<file path="config.mk">
export PLATFORM = sky130hd
export DESIGN_NAME = mux_sel_reg
export DESIGN_NICKNAME = d
export VERILOG_FILES = /design/src/rtl/mux_sel_reg.sv
export SDC_FILE = /design/constraint.sdc
export NUM_CORES = 1
export LEC_CHECK = 0
export CAP_MARGIN = 0
export CORE_MARGIN = 2
export CORE_UTILIZATION = 60
export CTS_CLUSTER_DIAMETER = 200
export DETAILED_ROUTE_END_ITERATION = 16
export DONT_BUFFER_PORTS = 1
export PLACE_DENSITY = 0.81
export SLEW_MARGIN = 20
export SYNTH_ARGS = -nofsm -noshare
export SYNTH_HDL_FRONTEND = slang
export SYNTH_SLANG_ARGS = --single-unit
</file>
<file path="constraint.sdc">
create_clock -name clk -period 4 [get_ports clk]
set_input_delay 0.6 -clock clk [delete_from_list [all_inputs] [get_ports clk]]
set_output_delay 0.6 -clock clk [all_outputs]
set_load 0.03 [all_outputs]
</file>
<file path="src/rtl/mux_sel_reg.sv">
// mux_sel_reg: registered N-channel selector with a one-entry valid/ready output stage.
//
// Picks one WIDTH-bit channel from a flattened input bus, either by an explicit
// select request (direct mode) or by cycling through every channel (scan mode).
// Selects at or above NCH are flagged with out_err and return zero data.
//
// Ports:
//   clk        clock, all state on rising edge
//   rst_n      asynchronous active-low reset
//   in_data    channel i at bits [i*WIDTH +: WIDTH]
//   mode       0 = direct (sel-driven), 1 = scan (auto-increment)
//   sel        requested channel (direct mode only)
//   sel_valid  sel is a request
//   sel_ready  request accepted when sel_valid && sel_ready
//   out_data   selected channel value, registered
//   out_ch     channel index that produced out_data
//   out_err    out_data came from an out-of-range select
//   out_valid  output holds an unconsumed result
//   out_ready  consumer takes the result when out_valid && out_ready

module mux_sel_reg #(
  parameter int unsigned NCH   = 32,
  parameter int unsigned WIDTH = 2,
  parameter int unsigned SELW  = 5
) (
  input  logic                 clk,
  input  logic                 rst_n,
  input  logic [NCH*WIDTH-1:0] in_data,
  input  logic                 mode,
  input  logic [SELW-1:0]      sel,
  input  logic                 sel_valid,
  output logic                 sel_ready,
  output logic [WIDTH-1:0]     out_data,
  output logic [SELW-1:0]      out_ch,
  output logic                 out_err,
  output logic                 out_valid,
  input  logic                 out_ready
);

  logic [WIDTH-1:0] out_data_q, out_data_d;
  logic [SELW-1:0]  out_ch_q, out_ch_d;
  logic             out_err_q, out_err_d;
  logic             out_valid_q, out_valid_d;
  logic [SELW-1:0]  scan_ptr_q, scan_ptr_d;
  logic             mode_prev_q, mode_prev_d;

  logic             slot_free;
  logic             scan_restart;
  logic [SELW-1:0]  scan_ch;
  logic             scan_last;
  logic             sel_oor;
  logic [SELW-1:0]  pick_ch;
  logic [WIDTH-1:0] pick_data;

  assign slot_free = !out_valid_q || out_ready;

  // A 0 -> 1 mode edge (seen only when the slot can take a load) restarts the scan at channel 0.
  assign scan_restart = mode && !mode_prev_q;
  assign scan_ch      = scan_restart ? '0 : scan_ptr_q;
  assign scan_last    = (32'(scan_ch) == NCH - 1);
  assign sel_oor      = (32'(sel) >= NCH);
  assign pick_ch      = mode ? scan_ch : sel;

  // Channel mux; an out-of-range index matches no channel and yields zero.
  always_comb begin
    pick_data = '0;
    for (int unsigned i = 0; i < NCH; i++) begin
      if (pick_ch == SELW'(i)) begin
        pick_data = in_data[i*WIDTH +: WIDTH];
      end
    end
  end

  assign sel_ready = slot_free && !mode;

  always_comb begin
    out_data_d  = out_data_q;
    out_ch_d    = out_ch_q;
    out_err_d   = out_err_q;
    out_valid_d = out_valid_q;
    scan_ptr_d  = scan_ptr_q;
    mode_prev_d = mode_prev_q;

    // A stalled result freezes everything, including mode tracking and the scan pointer.
    if (slot_free) begin
      mode_prev_d = mode;
      if (mode) begin
        out_data_d  = pick_data;
        out_ch_d    = scan_ch;
        out_err_d   = 1'b0;
        out_valid_d = 1'b1;
        scan_ptr_d  = scan_last ? '0 : scan_ch + SELW'(1);
      end else if (sel_valid) begin
        out_data_d  = sel_oor ? '0 : pick_data;
        out_ch_d    = sel;
        out_err_d   = sel_oor;
        out_valid_d = 1'b1;
      end else begin
        out_valid_d = 1'b0;
      end
    end
  end

  always_ff @(posedge clk or negedge rst_n) begin
    if (!rst_n) begin
      out_data_q  <= '0;
      out_ch_q    <= '0;
      out_err_q   <= 1'b0;
      out_valid_q <= 1'b0;
      scan_ptr_q  <= '0;
      mode_prev_q <= 1'b0;
    end else begin
      out_data_q  <= out_data_d;
      out_ch_q    <= out_ch_d;
      out_err_q   <= out_err_d;
      out_valid_q <= out_valid_d;
      scan_ptr_q  <= scan_ptr_d;
      mode_prev_q <= mode_prev_d;
    end
  end

  assign out_data  = out_data_q;
  assign out_ch    = out_ch_q;
  assign out_err   = out_err_q;
  assign out_valid = out_valid_q;

endmodule

</file>
==> results.toml, run 1 <==
[run_status]
status = "finished clean"

[critical_path]
r2r-end = "out_data[0]$_DFFE_PN0P_"
worstPathMaxFanout = 14
setup.worst_path.class = "reg2reg"
rrSetupSlack_ps = 1490
ff2ff_path_depth = 7
regToRegStartpoint = "mode_prev_q$_DFFE_PN0N_"
endpoint_kind = "flop"
worstSetupStartpointType = "flop"
cp.arrival_ps = 2720
cp.required_ps = 4210

[synth]
synthDistinctLibCells = 51
synthTopCellsByCount = "nor2_1 (28), a21oi_1 (24), nand2_1 (21)"
ys_ff_latch = 14
ys_seq_area_share_pct = 20.44
async_reset_ff_share_pct = 100.0
synth_area_um2 = 1714
syn-instance-count = 236
yosysTopAreaCellShare_pct = 20.44
yosysTopAreaCell = "dfrtp_1"
synth_area_per_cell_um2 = 7.263
ys_warn_count = 0
synth_edf_count = 0
yosys_most_used_dff = "dfrtp_1"
synth_fp_nets = 311
synth.most_common_cell = "nor2_1"
yosys-top-cells-area = "dfrtp_1 (20%), a21oi_1 (7.0%), nor2_1 (6.1%)"

[detailed_routing]
drtPass1Iterations = 5
drtIter0Drc = 172
routed-via-count = 1880
viasPerCell = 7.431
drc = 0
avgRoutedWirePerCell_um = 19.66
wl_um = 4975
postRouteAntennaNets = 0

[sta]
worst_slew_pin_slew_ps = 836.0
rsz0062_at_grt = "false"
setup_tns_ps = 0
period_minus_slack_ps = 2511
slew-limit-headroom_pct = 44.06
whs_ps = 494.4
hold_viol = 0
period_share_pct = 62.78
setup_viol = 0
fmax_mhz = 398.2
final-max-slew-violation-count = 0
clock_skew_ps = 2.567

[floorplanning]
fp.dieH_um = 57.45
rows = 19
coreArea_um2 = 2734
die_area_um2 = 3301
start_util_pct = 62.70
io_pins = 84
die_w_um = 57.45

[min_path]
hold_class = "in2reg"
holdPathStages = 2
min_to = "out_valid$_DFFE_PN0N_"
hold_start = "sel_valid"

[global_route]
grt_pass1_wl_um = 7879
antenna_found_initial = 0
grt-ovfl-total = 0
grt_max_degree = 32
grt_usage_pct = 29.82
grt_pass1_vias = 1692

[power_and_ir_drop]
p_leak_nw = 0.6301
peakVddDrop_mv = 0.3264
p_per_area_nw_per_um2 = 353.4
power_uw = 594.8

[clock_network]
cts_resized = 0
cts_tree = "done"
cts-root-buf = "clkbuf_4"
cts_sinks = 14
cts_made_buffers = 3
h-tree-depth = 1
clk_path_buf_depth = 2
path_clk_slew_ps = 80
clkLatencyLatePin_ps = 270

[placement]
dp_hpwl_um = 3870
gp_congestion = 0.9765
dp_cells = 248
io_buffers = 0

[finish]
stdcell_count = 253
fin_nets = 298
drive_gt1_share_pct = 5.405
antennaDiodeCount = 0
syn_to_final_growth_pct = -1.825

[job]
drv_cap = 0
-- cells in the final DEF (no fill, tap or decap), types with 2 or more instances in the layout --
| master | instances |
|---|---|
| o211ai_2 | 2 |
| a21o_1 | 2 |
| clkbuf_4 | 3 |
| o31ai_1 | 2 |
| o211ai_1 | 3 |
| and3b_1 | 2 |
| nand2b_1 | 6 |
| a21oi_1 | 24 |
| or4b_2 | 2 |
| nor2b_1 | 6 |
| a221oi_1 | 3 |
| a22oi_1 | 7 |
| o21ai_0 | 13 |
| a31oi_1 | 3 |
| and4b_1 | 3 |
| and3_1 | 2 |
| a22o_1 | 3 |
| a221o_1 | 4 |
| nand3_1 | 7 |
| nand2_1 | 21 |
| o221ai_1 | 6 |
| dfrtp_1 | 14 |
| o22ai_1 | 9 |
| or2_1 | 3 |
| o21bai_1 | 2 |
| nor3_1 | 9 |
| o22a_1 | 3 |
| and4_1 | 2 |
| and2_1 | 2 |
| a211oi_1 | 3 |
| o32ai_1 | 2 |
| nor2_1 | 28 |
| nor3b_1 | 4 |
-- worst max-delay path, cell delays in order, from the launching register on --
cell      delay [ps]
dfrtp_1          520
and4_1           290
nor2_1           620
o22ai_1          200
a211oi_1         300
nand4_1          120
a211o_1          250
a21oi_1          140
-- state kept, by name, summed over array words and instances (netlist names) --
signal	flops
out_ch	5
scan_ptr_q	5
out_valid	1
mode_prev_q	1
out_data	2
-- cell type report --
class / instances / area [um^2]
multi-input cells: 202 / 1244
fillers: 258 / 1051
flip-flops and latches: 14 / 350.3
well taps: 31 / 38.79
clock buffers: 4 / 36.28
repair buffers: 1 / 10.01
inverters: 1 / 3.754
-- worst max-delay path by stage --
stage,start,to
2_1_floorplan,mode,scan_ptr_q[1]$_DFFE_PN0P_
3_3_place_gp,mode,out_data[1]$_DFFE_PN0P_
3_5_place_dp,mode,out_data[1]$_DFFE_PN0P_
4_1_cts,mode_prev_q$_DFFE_PN0N_,out_data[1]$_DFFE_PN0P_
5_1_grt,mode_prev_q$_DFFE_PN0N_,out_data[0]$_DFFE_PN0P_
6_report,mode_prev_q$_DFFE_PN0N_,out_data[0]$_DFFE_PN0P_
-- per-stage QoR --
stage	cell area [um^2]	util (%)	setup WS (ps)
global route	1683	61.56	1257
finish	1683	61.56	1489
floorplan	1714	-	1663
global placement	1637	59.86	1444
detailed placement	1637	59.86	1392
CTS	1673	61.19	1490
-- report_power, final --
group | leakage, nW | internal [mW] | switching (mW)
clock network | 0.0210 | 0.0553 | 0.0441
registers | 0.164 | 0.173 | 0.0782
logic | 0.445 | 0.102 | 0.142
-- layer usage --
metal	part of all wire (%)	up-vias	global-route usage, %
li1	-	885	-
met1	40	858	40.71
met2	47	125	47.56
met3	11	12	5.669
met4	1.4	0	9.635
met5	0	-	0
-- cells by family after synthesis --
kind of cell,count (synthesis),share of synthesized area [%]
flip-flops,14,20.44
AND/OR/NAND/NOR,101,30.95
buffers and inverters,20,7.007
multiplexers,1,0.6569
AO/OA/AOI/OAI,98,40.00
other,1,0.2188
adder cells (fa/ha/maj),1,0.7298
-- what timing repair did --
item / CTS / global route
hold buffers: 0 / 1
buffers inserted: 0 / 0
endpoints found under the hold margin: 0 / 14
Note: power is estimated with default switching activity, not from simulation.
==> run 2: changes to the inputs <==
==> constraint.sdc (replaced) <==
create_clock -name clk -period 2.5 [get_ports clk]
set_input_delay 0.375 -clock clk [delete_from_list [all_inputs] [get_ports clk]]
set_output_delay 0.375 -clock clk [all_outputs]
set_load 0.03 [all_outputs]
==> results.toml, run 2 (same netlist as run 1, synthesis figures left out) <==
[clock_network]
clk_path_buf_depth = 2
clkLatencyLatePin_ps = 280
path_clk_slew_ps = 80
cts_sinks = 14
h-tree-depth = 1
cts_tree = "done"
cts-root-buf = "clkbuf_4"
cts_setup_buffers = 0
cts_made_buffers = 3

[sta]
period_minus_slack_ps = 2328
clock_skew_ps = 3.466
setup_tns_ps = 0
setup_viol = 0
rsz0062_at_grt = "false"
slew-limit-headroom_pct = 44.88
fmax_mhz = 429.6
period_share_pct = 93.11
worst_slew_pin_slew_ps = 823.8
timing.final.ws_setup_ps = 172.1
final-max-slew-violation-count = 0
whs_ps = 232.6
hold_viol = 0

[floorplanning]
io_pins = 84
die_w_um = 57.45
die_area_um2 = 3301
rows = 19
start_util_pct = 62.70
coreArea_um2 = 2734
fp.dieH_um = 57.45

[finish]
final_cell_mix = "nor2_1 (27), a21oi_1 (24), nand2_1 (21)"
stdcell_count = 266
syn_to_final_growth_pct = 4.015
final_area_um2 = 1783
final.fill_count = 258
final_common_cell = "nor2_1"
antennaDiodeCount = 0
drive_gt1_share_pct = 11.06
fin_nets = 311

[critical_path]
endpoint_kind = "flop"
cp_slowest_cell = "o21ai_0"
worstPathMaxFanout = 9
worstSetupStartpointType = "flop"
cp.required_ps = 2670
setup.worst_path.class = "reg2reg"
max_stage_delay_ps = 620
path_cells = "buf_4 -> and4b_1 -> o21ai_0 -> o22ai_1 -> a211oi_1 -> a211o_1 -> a21oi_1"
startpoint = "mode_prev_q$_DFFE_PN0N_"
regToRegStartpoint = "mode_prev_q$_DFFE_PN0N_"
rrSetupSlack_ps = 170
cp.arrival_ps = 2500

[detailed_routing]
drc = 0
avgRoutedWirePerCell_um = 19.32
drtPass1Iterations = 5
routed-via-count = 1921
wl_um = 5140
viasPerCell = 7.222
postRouteAntennaNets = 0
drtIter0Drc = 145

[power_and_ir_drop]
seq_power_share_pct = 40.2
peakVddDrop_mv = 0.4816
p_comb_share_pct = 43.6
swShare_pct = 43.74
p_per_area_nw_per_um2 = 555.3
intPower_uw = 557.0
p_leak_nw = 0.6934
p_switching_uw = 433.0
p_clk_share_pct = 16.2

[global_route]
grt_usage_pct = 30.07
grt_pass1_wl_um = 7824
antenna_found_initial = 0
grt-ovfl-total = 0
grt_pass1_vias = 1747
grt_max_degree = 32

[job]
drv_cap = 0

[min_path]
hold_start = "sel_valid"
hold_class = "in2reg"

[placement]
dp_slack_ps = 36.36
dp_hpwl_um = 4107
io_buffers = 0
place_area_um2 = 1734
dp_cells = 261
gp_congestion = 0.9951

[run_status]
status = "finished clean"
run 2: cell count changes in the layout (fill, tap and decap cells not counted):
cell	delta
nor2_2	+1
nor2_1	-1
buf_4	+13
run 2: power groups by stage:
stage	Clock (mW)	Sequential [mW]	Combinational, mW
finish	0.160	0.398	0.432
global route	0.175	0.407	0.474
CTS	0.169	0.396	0.425
detailed placement	0	0.400	0.419
global placement	0	0.398	0.411
floorplan	0	0.362	0.370
run 2: through the flow:
step | util [%] | power (mW)
4_1_cts | 65.13 | 0.9896
2_1_floorplan | - | 0.7315
5_1_grt | 65.22 | 1.055
3_5_place_dp | 63.43 | 0.8187
6_report | 65.22 | 0.9900
3_3_place_gp | 63.43 | 0.8089
run 2: metal layers:
layer	global-route usage, %	wire length, um
met4	11.96	123
met2	50.00	2371
met5	0	0
met3	4.308	586
met1	39.20	2059
run 2: final cells by class:
cell class | count | area, um^2 | area share [%]
multi-input combinational | 202 | 1246 | 69.90
sequential | 14 | 350.3 | 19.65
timing repair buffer | 14 | 107.6 | 6.035
tap | 31 | 38.79 | 2.175
clock buffer | 4 | 36.28 | 2.035
inverter | 1 | 3.754 | 0.2105
run 2: path summary, 6_finish.rpt:
check | endpoint | cells after the start
hold reg to reg | scan_ptr_q[4]$_DFFE_PN0P_ | 1
hold / removal | out_valid$_DFFE_PN0N_ | 2
setup / recovery | out_data[0]$_DFFE_PN0P_ | 7
min in group asynchronous | scan_ptr_q[3]$_DFFE_PN0P_ | 1
max in group asynchronous | out_ch[2]$_DFFE_PN0P_ | 1
setup reg to reg | out_data[0]$_DFFE_PN0P_ | 7
run 2: what timing repair did:
item	CTS	global route
gates resized for setup	0	1
setup endpoints to repair	0	2
endpoints found under the hold margin	14	0
hold buffers	1	0
run 2: worst max-delay path: cells and delay by family, from the launching register on:
kind / cells / cell delay (ps)
AOI/OAI and AO/OA: 5 / 1390
DFF: 1 / 460
and+or+nand+nor: 1 / 180
buffers and inverters: 1 / 190
==> run 3: changes to the inputs <==
--- a/config.mk
+++ b/config.mk
@@ -7,11 +7,12 @@
 export LEC_CHECK = 0
 export CAP_MARGIN = 0
 export CORE_MARGIN = 2
-export CORE_UTILIZATION = 60
+export CORE_UTILIZATION = 34
 export CTS_CLUSTER_DIAMETER = 200
 export DETAILED_ROUTE_END_ITERATION = 16
 export DONT_BUFFER_PORTS = 1
-export PLACE_DENSITY = 0.81
+export PLACE_DENSITY = 0.53
+export RECOVER_POWER = 50
 export SLEW_MARGIN = 20
 export SYNTH_ARGS = -nofsm -noshare
 export SYNTH_HDL_FRONTEND = slang
==> results.toml, run 3 (same netlist as run 1, synthesis figures left out) <==
[clock_network]
cts_made_buffers = 3
cts-root-buf = "clkbuf_8"
cts_setup_buffers = 0
h-tree-depth = 1
clk_path_buf_depth = 2
path_clk_slew_ps = 60
clkLatencyLatePin_ps = 250
cts_tree = "done"
cts_sinks = 14

[power_and_ir_drop]
p_per_area_nw_per_um2 = 574.3
p_leak_nw = 0.7002
peakVddDrop_mv = 0.3568

[placement]
io_buffers = 0
dp_hpwl_um = 4652
place_area_um2 = 1779
gp_congestion = 0.9229

[detailed_routing]
drtPass1Iterations = 4
drc = 0
drtIter0Drc = 127
avgRoutedWirePerCell_um = 19.21
routed-via-count = 1929
wl_um = 5802
postRouteAntennaNets = 0
viasPerCell = 6.387

[critical_path]
worstSetupStartpointType = "flop"
setup.worst_path.class = "reg2reg"
path_cells = "and4b_1 -> or2_2 -> a221oi_1 -> o221ai_1 -> a21oi_1 -> o211a_1 -> o211ai_2"
worstPathMaxFanout = 14
max_stage_delay_ps = 490
cp.arrival_ps = 2460
cp.required_ps = 2610
endpoint_kind = "flop"
cp_slowest_cell = "dfrtp_2"

[finish]
drive_gt1_share_pct = 13.62
final_common_cell = "nor2_1"
fin_nets = 311
final_cell_mix = "nor2_1 (25), a21oi_1 (24), nand2_1 (21)"
final_area_um2 = 1857
antennaDiodeCount = 0
syn_to_final_growth_pct = 8.321

[floorplanning]
die_area_um2 = 5626
fp.dieH_um = 75.01
die_w_um = 75.01
start_util_pct = 35.82
coreArea_um2 = 4786
rows = 25
io_pins = 84

[sta]
final-max-slew-violation-count = 0
period_share_pct = 93.73
rsz0062_at_grt = "false"
setup_tns_ps = 0
fmax_mhz = 426.8
slew-limit-headroom_pct = 53.26
worst_slew_pin_slew_ps = 693.8
setup_viol = 0
clock_skew_ps = 7.523
period_minus_slack_ps = 2343
hold_viol = 0

[global_route]
grt_pass1_vias = 1760
grt_util_met1_pct = 29.22
grt-ovfl-total = 0
gr-max-usage-layer = "met2"
met2_usage_pct = 30.41
grt_pass1_wl_um = 8756
antenna_found_initial = 0
met3_usage_pct = 4.016
grt_max_degree = 32
grt_usage_pct = 20.44

[run_status]
status = "finished clean"

[job]
drv_cap = 0

[min_path]
hold_class = "in2reg"
-- run 3: cell counts in the layout (fill, tap and decap cells not counted) --
Identical to the previous run, type by type.
-- run 3: power breakdown --
group          switching, mW  internal (mW)  total, mW
sequential             0.122          0.279      0.400
combinational          0.248          0.196      0.444
clock                 0.0828          0.140      0.222
-- run 3: worst paths after layout --
path                            cells after the start                       from                        end  slack (ps)
min in group asynchronous                           1                      rst_n      out_ch[1]$_DFFE_PN0P_         610
worst max register to register                      7    mode_prev_q$_DFFE_PN0N_    out_data[1]$_DFFE_PN0P_         160
worst max-delay path                                7    mode_prev_q$_DFFE_PN0N_    out_data[1]$_DFFE_PN0P_         160
worst min-delay path                                2                  sel_valid      out_valid$_DFFE_PN0N_         290
worst min register to register                      1  scan_ptr_q[4]$_DFFE_PN0P_  scan_ptr_q[4]$_DFFE_PN0P_         590
max in group asynchronous                           1                      rst_n  scan_ptr_q[0]$_DFFE_PN0P_        1420
-- run 3: area by class of cell --
| cell class | count | area, um^2 |
|---|---|---|
| Clock buffer | 4 | 55.05 |
| Fill cell | 529 | 2929 |
| Inverter | 1 | 3.754 |
| Multi-Input combinational cell | 202 | 1254 |
| Sequential cell | 14 | 352.8 |
| Tap cell | 67 | 83.83 |
| Timing Repair Buffer | 14 | 107.6 |
-- run 3: routing by layer --
metal	vias to the layer above	wire length (um)
met4	0	89
met5	-	0
met3	10	675
li1	913	-
met2	104	2580
met1	902	2457
-- run 3: what timing repair did --
item	CTS	global route
hold buffers	1	0
endpoints found under the setup margin	0	2
gates resized for setup	0	7
hold endpoints to repair	14	0
-- run 3: worst max-delay path, delay by kind of cell (launching register included) --
kind / cells / cell delay, ps
AOI/OAI and AO/OA: 5 / 1060
DFF: 1 / 490
and+or+nand+nor: 2 / 640
-- run 3: stage by stage --
step / std cells / power (mW) / worst slack (ps) / hold slack (ps) / utilization (%)
after global routing: 302 / 1.152 / 34.09 / 290.7 / 38.80
final: 302 / 1.066 / 156.8 / 286.9 / 38.80
after detailed placement: 297 / 0.8354 / 89.60 / 79.73 / 37.18
after CTS: 302 / 1.071 / 40.09 / 280.8 / 38.54
after floorplan: 236 / 0.7315 / 388.0 / 79.41 / -
after global placement: 297 / 0.8324 / 99.10 / 79.79 / 37.18
